==> src/rtl/mem_access_pkg.sv <==
// rtl/mem_access_pkg.sv - shared types for the RV64 memory stage
// Purpose: pipeline payloads (exec_data_t in, mem_data_t out), data-bus
//          request/response records and the access-size helpers used by
//          mem_access and mem_align.
package mem_access_pkg;

    typedef enum logic [1:0] {
        MSIZE1 = 2'd0,
        MSIZE2 = 2'd1,
        MSIZE4 = 2'd2,
        MSIZE8 = 2'd3
    } msize_t;

    typedef struct packed {
        logic   memread;
        logic   memwrite;
        logic   mem_unsigned;
        logic   misalign;
        msize_t msize;
    } ctl_t;

    typedef struct packed {
        ctl_t        ctl;
        logic [4:0]  dst;
        logic [31:0] instr;
        logic [63:0] aluout;
        logic [63:0] rd;
    } exec_data_t;

    typedef struct packed {
        ctl_t        ctl;
        logic [4:0]  dst;
        logic [31:0] instr;
        logic [63:0] result;
    } mem_data_t;

    typedef struct packed {
        logic        valid;
        logic [63:0] addr;
        msize_t      size;
        logic [7:0]  strobe;
        logic [63:0] data;
    } dbus_req_t;

    typedef struct packed {
        logic        addr_ok;
        logic        data_ok;
        logic [63:0] data;
    } dbus_resp_t;

    // Byte-enable pattern of an access at lane 0.
    function automatic logic [7:0] size_mask(input msize_t s);
        case (s)
            MSIZE1:  return 8'h01;
            MSIZE2:  return 8'h03;
            MSIZE4:  return 8'h0F;
            default: return 8'hFF;
        endcase
    endfunction

    // An access is aligned when its low address bits are zero for its size.
    function automatic logic is_misaligned(input msize_t s, input logic [2:0] a);
        case (s)
            MSIZE1:  return 1'b0;
            MSIZE2:  return a[0];
            MSIZE4:  return a[1:0] != 2'b00;
            default: return a != 3'b000;
        endcase
    endfunction

endpackage

==> src/rtl/mem_align.sv <==
// rtl/mem_align.sv - byte-lane alignment and load extension for the memory stage
// Purpose: purely combinational lane steering for one 64-bit data bus beat.
// Ports:
//   msize, addr_lo, is_unsigned   access size, address bits [2:0], zero-extend select
//   store_data, load_data         unshifted store value, raw bus read data
//   strobe, wdata                 byte enables and lane-shifted store data
//   rdata                         selected load lane, extended to 64 bits
//   misalign                      address not aligned to the access size
module mem_align
    import mem_access_pkg::*;
(
    input  msize_t      msize,
    input  logic [2:0]  addr_lo,
    input  logic        is_unsigned,
    input  logic [63:0] store_data,
    input  logic [63:0] load_data,
    output logic [7:0]  strobe,
    output logic [63:0] wdata,
    output logic [63:0] rdata,
    output logic        misalign
);

    logic [5:0]  shamt;
    logic [63:0] lane;

    assign shamt    = {addr_lo, 3'b000};
    assign strobe   = size_mask(msize) << addr_lo;
    assign wdata    = store_data << shamt;
    assign lane     = load_data >> shamt;
    assign misalign = is_misaligned(msize, addr_lo);

    always_comb begin
        case (msize)
            MSIZE1:  rdata = is_unsigned ? {56'd0, lane[7:0]}  : {{56{lane[7]}}, lane[7:0]};
            MSIZE2:  rdata = is_unsigned ? {48'd0, lane[15:0]} : {{48{lane[15]}}, lane[15:0]};
            MSIZE4:  rdata = is_unsigned ? {32'd0, lane[31:0]} : {{32{lane[31]}}, lane[31:0]};
            default: rdata = lane;
        endcase
    end

endmodule

==> src/rtl/mem_access.sv <==
// rtl/mem_access.sv - RV64 memory stage: pass-through ops and single-beat dbus loads/stores
// Purpose: registers the execute payload, issues one dbus request per aligned
//          load/store, stalls upstream while it is outstanding and hands the
//          extended result to writeback.
// Ports:
//   clk, reset          clock, synchronous active-high reset
//   in_valid, dataE     execute payload and its valid
//   flush               squash the op before it produces a result
//   dreq, dresp         data bus request / response
//   stall               upstream must hold dataE
//   out_valid, dataM    writeback payload and its valid
//   err_timeout         one-cycle pulse when a transaction waits TIMEOUT cycles
module mem_access
    import mem_access_pkg::*;
#(
    parameter int unsigned TIMEOUT = 0
) (
    input  logic       clk,
    input  logic       reset,
    input  logic       in_valid,
    input  exec_data_t dataE,
    input  logic       flush,
    output dbus_req_t  dreq,
    input  dbus_resp_t dresp,
    output logic       stall,
    output logic       out_valid,
    output mem_data_t  dataM,
    output logic       err_timeout
);

    localparam logic [1:0] IDLE = 2'd0;
    localparam logic [1:0] REQ  = 2'd1;
    localparam logic [1:0] WAIT = 2'd2;

    logic [1:0]  state;
    exec_data_t  op;
    logic        discard;
    logic [31:0] wd;

    logic        busy, mem_op, accept, capture, done;
    msize_t      a_size;
    logic [2:0]  a_addr_lo;
    logic        a_unsigned;
    logic [7:0]  a_strobe;
    logic [63:0] a_wdata, a_rdata;
    logic        a_misalign;
    ctl_t        trap_ctl;
    mem_data_t   mem_result;

    assign busy    = state != IDLE;
    assign mem_op  = dataE.ctl.memread | dataE.ctl.memwrite;
    assign accept  = !busy && in_valid && !flush;
    assign capture = accept && mem_op && !a_misalign;
    assign stall   = busy || capture;
    assign done    = (state == REQ && dresp.addr_ok && dresp.data_ok) ||
                     (state != IDLE && state != REQ && dresp.data_ok);

    // While idle the aligner judges the incoming op (misalign check); once a
    // transaction is open it only ever sees the captured op, so dreq stays stable.
    assign a_size     = busy ? op.ctl.msize        : dataE.ctl.msize;
    assign a_addr_lo  = busy ? op.aluout[2:0]      : dataE.aluout[2:0];
    assign a_unsigned = busy ? op.ctl.mem_unsigned : dataE.ctl.mem_unsigned;

    mem_align u_align (
        .msize       (a_size),
        .addr_lo     (a_addr_lo),
        .is_unsigned (a_unsigned),
        .store_data  (op.rd),
        .load_data   (dresp.data),
        .strobe      (a_strobe),
        .wdata       (a_wdata),
        .rdata       (a_rdata),
        .misalign    (a_misalign)
    );

    // The request is a pure function of state and the captured op.
    always_comb begin
        dreq = '0;
        if (busy) begin
            dreq.valid = 1'b1;
            dreq.addr  = op.aluout;
            dreq.size  = op.ctl.msize;
            if (op.ctl.memwrite) begin
                dreq.strobe = a_strobe;
                dreq.data   = a_wdata;
            end
        end
    end

    always_comb begin
        mem_result       = '0;
        mem_result.ctl   = op.ctl;
        mem_result.instr = op.instr;
        // Stores write nothing back: result and dst stay zero.
        if (op.ctl.memread) begin
            mem_result.dst    = op.dst;
            mem_result.result = a_rdata;
        end
        trap_ctl          = dataE.ctl;
        trap_ctl.misalign = 1'b1;
    end

    always_ff @(posedge clk) begin
        if (reset) begin
            state       <= IDLE;
            op          <= '0;
            discard     <= 1'b0;
            wd          <= '0;
            out_valid   <= 1'b0;
            dataM       <= '0;
            err_timeout <= 1'b0;
        end else begin
            out_valid   <= 1'b0;
            err_timeout <= 1'b0;

            // Watchdog saturates at TIMEOUT so it fires only once per transaction.
            if (busy && TIMEOUT != 32'd0 && wd != TIMEOUT) begin
                wd          <= wd + 32'd1;
                err_timeout <= (wd + 32'd1 == TIMEOUT);
            end

            case (state)
                IDLE: begin
                    wd      <= '0;
                    discard <= 1'b0;
                    if (accept) begin
                        if (!mem_op) begin
                            out_valid <= 1'b1;
                            dataM     <= '{ctl: dataE.ctl, dst: dataE.dst,
                                           instr: dataE.instr, result: dataE.aluout};
                        end else if (a_misalign) begin
                            out_valid <= 1'b1;
                            dataM     <= '{ctl: trap_ctl, dst: dataE.dst,
                                           instr: dataE.instr, result: 64'd0};
                        end else begin
                            op    <= dataE;
                            state <= REQ;
                        end
                    end
                end
                default: begin
                    if (state == REQ && !dresp.addr_ok) begin
                        // Not yet accepted by the bus, so a flush can withdraw it.
                        if (flush) begin
                            state <= IDLE;
                        end
                    end else if (done) begin
                        state <= IDLE;
                        if (!(discard || flush)) begin
                            out_valid <= 1'b1;
                            dataM     <= mem_result;
                        end
                    end else begin
                        // Accepted: must drain, but a flush marks the result for discard.
                        state   <= WAIT;
                        discard <= discard || flush;
                    end
                end
            endcase
        end
    end

endmodule

==> config.mk <==
export PLATFORM = sky130hd
export DESIGN_NAME = mem_access
export DESIGN_NICKNAME = d
export VERILOG_FILES = /design/src/rtl/mem_access_pkg.sv /design/src/rtl/mem_align.sv /design/src/rtl/mem_access.sv
export SDC_FILE = /design/constraint.sdc
export NUM_CORES = 1
export LEC_CHECK = 0
export CORE_ASPECT_RATIO = 1.75
export CORE_MARGIN = 5
export CORE_UTILIZATION = 40
export DETAILED_ROUTE_END_ITERATION = 10
export PLACE_DENSITY = 0.7
export SLEW_MARGIN = 40
export SYNTH_ARGS = -nofsm -noshare
export SYNTH_HDL_FRONTEND = slang
export SYNTH_HIERARCHICAL = 1
export SYNTH_SLANG_ARGS = --single-unit
==> constraint.sdc <==
create_clock -name clk -period 7.2 [get_ports clk]
set_input_delay 0.72 -clock clk [delete_from_list [all_inputs] [get_ports clk]]
set_output_delay 0.72 -clock clk [all_outputs]
set_load 0.1 [all_outputs]
### Yosys cells after proc, flatten, opt, wreduce, memory -nomap -nowiden

Cells that the tools add are included.

| operators by class | value |
|---|---|
| mux-type cells | 34 |
| shifts and indexed selects | 3 |
| bitwise gates (word level) | 4 |
| reduce and logical (&&, ||, !) cells | 27 |
| eq/ne operators | 11 |

Operators with widths:

| cell | number |
|---|---|
| $mux W107 | 7 |
| $mux W64 | 4 |
| $pmux W64 S3 | 1 |
| $mux W139 | 1 |
| $mux W72 | 1 |
| $shl A64 B6 Y64 | 1 |
| $shr A64 B6 Y64 | 1 |
| $pmux W8 S3 | 1 |
| $mux W2 | 8 |
| $logic_and A1 B1 Y1 | 9 |
| $mux W1 | 8 |
| $reduce_and A4 Y1 | 2 |
| $shl A8 B3 Y8 | 1 |
| $ne A2 B1 Y1 const B | 3 |
| $ne A2 B2 Y1 const B | 3 |
| $reduce_bool A2 Y1 | 3 |
| $mux W5 | 1 |
| $reduce_and A5 Y1 | 1 |
| $eq A2 B1 Y1 const B | 2 |
| $logic_not A1 Y1 | 4 |
| $logic_not A2 Y1 | 2 |
| $logic_or A1 B1 Y1 | 3 |
| $mux W3 | 1 |
| $ne A3 B2 Y1 const B | 1 |
| other kinds (8) | 10 |

| word-level totals | value |
|---|---|
| flip-flop bits (word level) | 282 |

### Longest topological paths before layout

Gate-level depths: netlist of the first run.

| depth | value |
|---|---|
| depth in word-level cells | 10 |
| depth in mapped cells | 19 |

### Cells and area by module

Netlist of the first run, hierarchy kept.

By module, submodules not included:

| module | area an instance (um^2) | cells an instance | instances |
|---|---|---|---|
| mem_access | 11845.1 | 1456 | 1 |
| mem_align | 4330.4 | 623 | 1 |

### Worst setup path before layout of the first run

OpenSTA, ideal clock, no wires.

| timing | value |
|---|---|
| kind | register to output |
| start | register state[1] |
| end | output stall |
| stages on the path, launching flop included | 18 |
| arrival time | 4359 ps |
| data required time | 6480 ps |
| path slack | 2121 ps |
| buffers on the path | 9 |
| cells stage by stage | dfxtp_1 > nor2_2 > inv_2 > clkbuf_1 > buf_2 > and2_1 > a21o_1 > buf_4 > buf_4 > buf_4 > buf_2 > buf_2 > a22o_1 > o21bai_1 > nand2b_1 > clkbuf_1 > clkbuf_1 > nand2_1 |

| on the way | value |
|---|---|
| cells in the longest elaborated chain, start to end | 7 |
| elaborated cells on any way between the ends | 16 |

RTL lines:

| element | line | text |
|---|---|---|
| start, declared | mem_access.sv:35 | `logic [1:0] state;` |
| start signal, assigned | mem_access.sv:105 | `state <= IDLE;` |
| start signal, assigned | mem_access.sv:137 | `state <= REQ;` |
| start signal, assigned | mem_access.sv:145 | `state <= IDLE;` |
| $reduce_bool A2 Y1 * | mem_access.sv:50 | `assign busy = state != IDLE;` |
| $mux W3 * | mem_access.sv:61 | `assign a_addr_lo = busy ? op.aluout[2:0] : dataE.aluout[2:0];` |
| net a_addr_lo[0] | mem_access.sv:42 | `logic [2:0] a_addr_lo;` |
| $reduce_bool A3 Y1 / $reduce_bool A2 Y1 (equally long branches) | mem_access_pkg.sv:67, mem_access_pkg.sv:66 |  |
| $pmux W1 S3 * | mem_access_pkg.sv:63 | `case (s)` |
| net a_misalign | mem_access.sv:46 | `logic a_misalign;` |
| $logic_not A1 Y1 * | mem_access.sv:53 | `assign capture = accept && mem_op && !a_misalign;` |
| $logic_and A1 B1 Y1 * | mem_access.sv:53 |  |
| $logic_or A1 B1 Y1 * | mem_access.sv:54 | `assign stall = busy \|\| capture;` |
| end, declared | mem_access.sv:25 | `output logic stall,` |

Mark *: on every way through the listed nets, which the timed path passes. The rest lies on a longest branch.

==> reports/results.md, run 1 <==
| Item | This run |
|---|---|
| Status | finished clean |
| Non-filler cells in the finished layout | 2,937 |
| Average wire per cell in the routed design | 23.67 um |
| Number of iterations in the first detailed-routing pass | 8 |
| Post-synth ARST share | 0% |
| Endpoint, Worst Hold | op[91] |
| Resized Gates After CTS | 0 |
| Clock period minus worst slack | 5.012 ns |
| Share of the clock period used by the worst path after layout | 69.61% |
| Fin. max-slew vios | 0 |
| Setup slack on the worst flop-to-flop path | 2.45 ns |
| Layout Skew | 0.01266 ns |
| CTS Sinks | 282 |
| Minimum hold slack | 0.4494 ns |
| Number of buffers added for setup after CTS | 0 |
| Area added between synthesis and finish | 28.29% |
| Most frequent cell after synthesis | nand2_1 |
| Via count | 16,690 |
| Average cell area after synthesis | 7.780 sq um |
| Synth top area share | 34.90% |
| Die area | 44,720 sq um |
| Per-cell via count in the routed design | 5.683 |
| Width of the die | 162.0 um |
| Synth area leader | dfxtp_1 |
| Number of top-level pins | 490 |
| Share of final-layout standard cells stronger than drive strength 1 | 18.92% |
| Max frequency | 0.1995 GHz |
| Cell count of the worst hold path | 2 |
| Floorplan die height | 276.0 um |
| Hpwl dp | 51.54 mm |
| Post-Syn Nets | 2,320 |
| Cells on worst reg2reg path | 13 |
| Clk root buf | clkbuf_16 |
| Startpoint of the worst hold path | op[91] |
| Relative slew margins | 38.51% |
| Total of endpoints with negative setup slack in the final report | 0 |
| Distinct cell type count after synthesis | 52 |
| GPL Wtd Cong | 0.9859 |
| Synth top area cells | dfxtp_1, nand2_1, mux2i_1, a21oi_1, a211oi_2 |
| H-tree depth | 1 |
| Start point of the critical path | state[1] |
| Sequential standard cell area | 5649 sq um |
| Initial core utilization | 40.39% |
| First-pass GRT wire length | 101.4 mm |
| Wire length reported by the detailed router | 69.51 mm |
| Worst r2r dst | dataM[17] |
| Setup TNS after final layout | 0 ns |
| Cells after DPL | 2,871 |
| Post-detailed-route DRC marker count | 0 |
| Maximum VDD drop | 0.0001664 V |
| Top cell types by occurrence after synthesis | nand2_1, dfxtp_1, a21oi_1 |
| CTS clk-pin slew, worst paths | 0.07 ns |
| Cell count after synthesis | 2,079 |
| Fraction of the yosys area taken by sequential cells | 34.90% |
| Flip-flop and latch count after synthesis | 282 |
| Row Count | 97 |
| TritonCTS clock tree | done |
| Maximum number of pins on one net before global-route repair | 173 |
| Max cap viols | 0 |
| Final hold vios | 0 |
| Clock insertion delay at the later pin of the skew report | 0.57 ns |
| Power density over cell area | 213.2 nW/um^2 |
| Area taken by multi-input logic gates | 9524 sq um |
| Total leakage power | 8.604 nW |
| Combined global-route utilization of all metal layers | 29.16% |
| Core outline area | 40,050 sq um |
| Aggregate global routing overflow | 0 |
| Category of the critical setup timing path | flop to primary output |
| Count of warnings emitted by yosys | 6 |
| Number of design-rule violations left by the first detailed-router iteration | 1,197 |
| Reg2Reg Launch Point | state[1] |
| Measured slew at the worst slew-check pin | 0.9224 ns |
| Maximum buffer depth of the clock tree | 3 |
| Number of synthesized flops with an enable pin | 0 |
| Port buffer count | 488 |
| CTS Hold Bufs | 0 |
| Number of antenna violations at the first check in global routing | 20 |
| Worst hold path type | flop to flop |
| Critical Path Source Type | flop |
| Filler Cells Inserted | 3,969 |
| Post-synthesis cell area | 16,180 sq um |
| Worst Setup End Kind | primary output |
| Dominant register cell in the synthesized netlist | dfxtp_1 |
| Antenna violation net count after detailed routing | 0 |
| Biggest fanout along the worst timing path | 57 |
| Data arrival time of the critical path | 4.29 ns |
| Data required, critical path | 6.48 ns |
| Number of buffers created by CTS | 27 |
| RSZ-0062 raised after global routing | no |
| Via count of the first global-routing pass | 16,140 |
| Final Net Count | 2,648 |
## placed cells by master, fill, tap and decap left out, types with 4 or more instances in the layout
cell type,Yosys,routed
mux2_2,41,41
a21oi_1,201,201
o21ai_0,46,46
nand2_1,484,484
clkbuf_8,0,6
a211oi_1,19,19
clkdlybuf4s50_1,0,239
a22oi_1,70,70
buf_2,87,247
o211ai_1,14,14
and2_1,78,77
clkbuf_16,0,27
nand3_1,16,16
and3_1,76,76
inv_1,4,4
o2bb2ai_1,16,16
nor2b_1,14,13
clkinv_2,0,4
diode_2,0,16
mux2i_1,112,112
dfxtp_1,282,281
a211oi_2,57,57
nor3_1,4,4
o2111ai_1,7,7
mux4_2,16,16
buf_4,26,19
a311oi_1,33,33
buf_6,7,5
nand4_1,25,25
nor2_1,180,180
o22ai_1,24,24
## per-layer routing
| layer | vias to the layer above | part of all wire [%] | GRT usage, % |
|---|---|---|---|
| li1 | 7929 | - | - |
| met1 | 7859 | 34 | 29.79 |
| met2 | 713 | 51 | 52.68 |
| met3 | 181 | 7.1 | 6.259 |
| met4 | 10 | 7.3 | 19.30 |
| met5 | - | 0.11 | 0 |
## state kept, by name, summed over array words and instances (netlist names)
signal      flops
discard         1
state           2
dataM         107
op            133
out_valid       1
mem_result     38
## how the worst max path moves through the flow
stage	end
global route	dreq[53]
floorplan	stall
CTS	dreq[63]
detailed placement	op[19]
finish	dreq[63]
global placement	dreq[63]
## power breakdown
group          internal, mW  total (mW)  switching [mW]
sequential             1.64        1.70          0.0585
combinational         0.361        1.20           0.842
clock                 0.864        1.52           0.660
total                  2.86        4.42            1.56
## per-stage QoR
stage / util (%) / worst slack (ns) / power (mW) / area, sq um
floorplan: - / 2.121 / 2.540 / 16180
global placement: 52.20 / 1.919 / 2.957 / 20910
detailed placement: 49.20 / 2.267 / 2.927 / 19710
CTS: 51.54 / 2.213 / 4.448 / 20640
global route: 51.79 / 2.043 / 4.576 / 20740
finish: 51.81 / 2.188 / 4.424 / 20750
## cell type report
class	count	share of cell area (%)
Antenna cell	16	0.1929
Clock buffer	35	3.690
Clock inverter	13	0.8200
Inverter	6	0.1206
Multi-Input combinational cell	1574	45.90
Sequential cell	282	27.22
Tap cell	495	2.985
Timing Repair Buffer	516	19.07
## worst max-delay path, stage by stage (launching register included)
cell and delay, ns:
dfxtp_1 0.36, nor2_4 0.15, buf_4 0.53, a21o_4 0.71, buf_4 0.51, mux2_2 0.38
o21ai_0 0.41, mux2i_1 0.12, and3_1 0.19, buf_2 0.29
## cells by family (layout without fill, tap and decap cells)
kind of cell | Yosys count | count (layout) | synth area share [%]
muxes | 171 | 171 | 12.15
DFF | 282 | 282 | 34.90
buffers and inverters | 223 | 570 | 6.776
and+or+nand+nor | 894 | 894 | 24.33
AOI/OAI and AO/OA | 508 | 508 | 21.82
other | 1 | 17 | 0.02318
Note: power is estimated with default switching activity, not from simulation.
==> run 2: changes to the inputs <==
PLACE_DENSITY = 0.73   (was 0.7)
clock period = 4.04 ns   (was 7.2 ns; I/O delays follow)
==> run 2 against run 1 <==
  * Critical path depth stayed put
  * Global-route usage is 0.87 points higher
  * Worst setup slack worse by 2.0 ns
  * Combinational power is 83% higher
  * Core utilization is 3.9 points higher
  * Design area is 7.5% higher
  * Hold slack worse by 0.27 ns
==> reports/results.md, run 2 (same netlist as run 1, synthesis figures left out) <==
| Item | This run |
|---|---|
| RSZ-0062 raised after global routing | no |
| Maximum number of pins on one net before global-route repair | 123 |
| Maximum buffer depth of the clock tree | 3 |
| Hpwl dp | 53.32 mm |
| Number of buffers added for setup after CTS | 0 |
| Via count of the first global-routing pass | 16,550 |
| Via count | 16,860 |
| Max cap viols | 0 |
| Measured slew at the worst slew-check pin | 0.8090 ns |
| Non-filler cells in the finished layout | 2,962 |
| Number of buffers created by CTS | 28 |
| Final hold vios | 0 |
| Leading cell type in the layout, fill and taps excluded | nand2_1 |
| Max stage delay on crit path | 0.64 ns |
| Area added between synthesis and finish | 37.92% |
| GPL Wtd Cong | 1.015 |
| Startpoint of the worst hold path | reset |
| Clock period minus worst slack | 3.878 ns |
| Per-cell via count in the routed design | 5.693 |
| Category of the critical setup timing path | flop to primary output |
| Data arrival time of the critical path | 3.47 ns |
| Max frequency | 0.2579 GHz |
| Average wire per cell in the routed design | 24.02 um |
| Core outline area | 40,050 sq um |
| Data required, critical path | 3.64 ns |
| Wire length reported by the detailed router | 71.14 mm |
| TritonCTS clock tree | done |
| Minimum hold slack | 0.1747 ns |
| Biggest fanout along the worst timing path | 25 |
| Worst Setup End Kind | primary output |
| CTS Sinks | 282 |
| Cell Chain, Critical Path | nor2_4 -> inv_4 -> and2_4 -> a21o_4 -> mux2_2 -> o21ai_0 -> mux2i_1 -> and3_1 -> buf_12 |
| Number of design-rule violations left by the first detailed-router iteration | 1,542 |
| Pre-CTS setup slack | 0.5402 ns |
| Register with the highest flop count | op |
| H-tree depth | 1 |
| Post-route worst setup slack | 0.1619 ns |
| Critical Path Source Type | flop |
| Reg2Reg Launch Point | state[1] |
| Post-detailed-route DRC marker count | 0 |
| Number of iterations in the first detailed-routing pass | 5 |
| Start point of the critical path | state[1] |
| Setup slack on the worst flop-to-flop path | 0.62 ns |
| Aggregate global routing overflow | 0 |
| Number of top-level pins | 490 |
| Die area | 44,720 sq um |
| Row Count | 97 |
| Combined global-route utilization of all metal layers | 30.03% |
| Cell count of the worst hold path | 2 |
| Port buffer count | 488 |
| Filler Cells Inserted | 3,742 |
| Width of the die | 162.0 um |
| Layout Skew | 0.009868 ns |
| Floorplan die height | 276.0 um |
| Most frequent cells in the layout | nand2_1, dfxtp_1, clkdlybuf4s50_1 |
| Antenna violation net count after detailed routing | 0 |
| Flip-flop count of the largest register, all copies and words added | 133 |
| Endpoint, Worst Hold | mem_result[87] |
| Initial core utilization | 40.39% |
| CTS clk-pin slew, worst paths | 0.07 ns |
| Cells after DPL | 2,893 |
| Clk root buf | clkbuf_16 |
| Power density over cell area | 363.3 nW/um^2 |
| Final Net Count | 2,670 |
| Total of endpoints with negative setup slack in the final report | 0 |
| Slowest stage cell on the critical path | o21ai_0 |
| Worst r2r dst | dataM[21] |
| Status | finished clean |
| First-pass GRT wire length | 104.2 mm |
| Cells on worst reg2reg path | 11 |
| Share of the clock period used by the worst path after layout | 95.99% |
| Clock insertion delay at the later pin of the skew report | 0.57 ns |
| Total leakage power | 8.939 nW |
| Setup TNS after final layout | 0 ns |
| Worst hold path type | input port to flop |
| Relative slew margins | 45.50% |
| Fin. max-slew vios | 0 |
| Share of final-layout standard cells stronger than drive strength 1 | 19.62% |
| Number of antenna violations at the first check in global routing | 29 |
| Maximum VDD drop | 0.0002918 V |
-- run 2: how the worst max path moves through the flow --
stage | endpoint | slack, ns | depth (start not counted)
after floorplan | stall | 0.03 | 17
after global placement | dataM[21] | 0.55 | 9
after detailed placement | dataM[21] | 0.54 | 9
after CTS | dreq[57] | 0.06 | 10
after global routing | dreq[32] | 0.07 | 11
final | dreq[58] | 0.16 | 9
-- run 2: timing repair --
| action | CTS | global route |
|---|---|---|
| gates resized for setup | 0 | 1 |
| hold buffers | 0 | 0 |
| endpoints found under the setup margin | 0 | 1 |
-- run 2: area by class of cell --
cell class              count  area [sq um]  area share [%]
clock buffers              40         795.8           3.567
clock inverters            12         222.7          0.9983
diodes                     16         40.04          0.1795
inverters                   6         25.02          0.1122
repair buffers            537          5439           24.38
multi-input cells        1574          9520           42.68
well taps                 495         619.3           2.776
flip-flops and latches    282          5647           25.31
-- run 2: through the flow --
| step | cell area, sq um | total power, mW | util [%] |
|---|---|---|---|
| after CTS | 22240 | 8.140 | 55.53 |
| after global routing | 22310 | 8.393 | 55.70 |
| after global placement | 21760 | 5.311 | 54.34 |
| after floorplan | 16190 | 4.528 | - |
| final | 22310 | 8.106 | 55.70 |
| after detailed placement | 21220 | 5.257 | 52.99 |
-- run 2: worst max-delay path: cells and delay by family (launching register included) --
kind | cells | cell delay, ns
flip-flops | 1 | 0.46
buffers and inverters | 2 | 0.32
AO/OA/AOI/OAI | 2 | 0.96
multiplexers | 2 | 0.58
AND/OR/NAND/NOR | 3 | 0.55
-- run 2: where the power goes --
part / total (mW) / switching, mW / internal, mW / leakage (nW)
Sequential: 3.03 / 0.105 / 2.92 / 2.30
Clock: 2.89 / 1.18 / 1.70 / 0.489
Combinational: 2.19 / 1.51 / 0.677 / 6.15
-- run 2: metal layers --
metal  wire length, um  part of all wire (%)  track usage, %
met5               138                  0.19               0
met4              5386                   7.6           20.36
met1             23660                    33           30.04
met3              5094                   7.2           7.019
met2             36860                    52           54.33
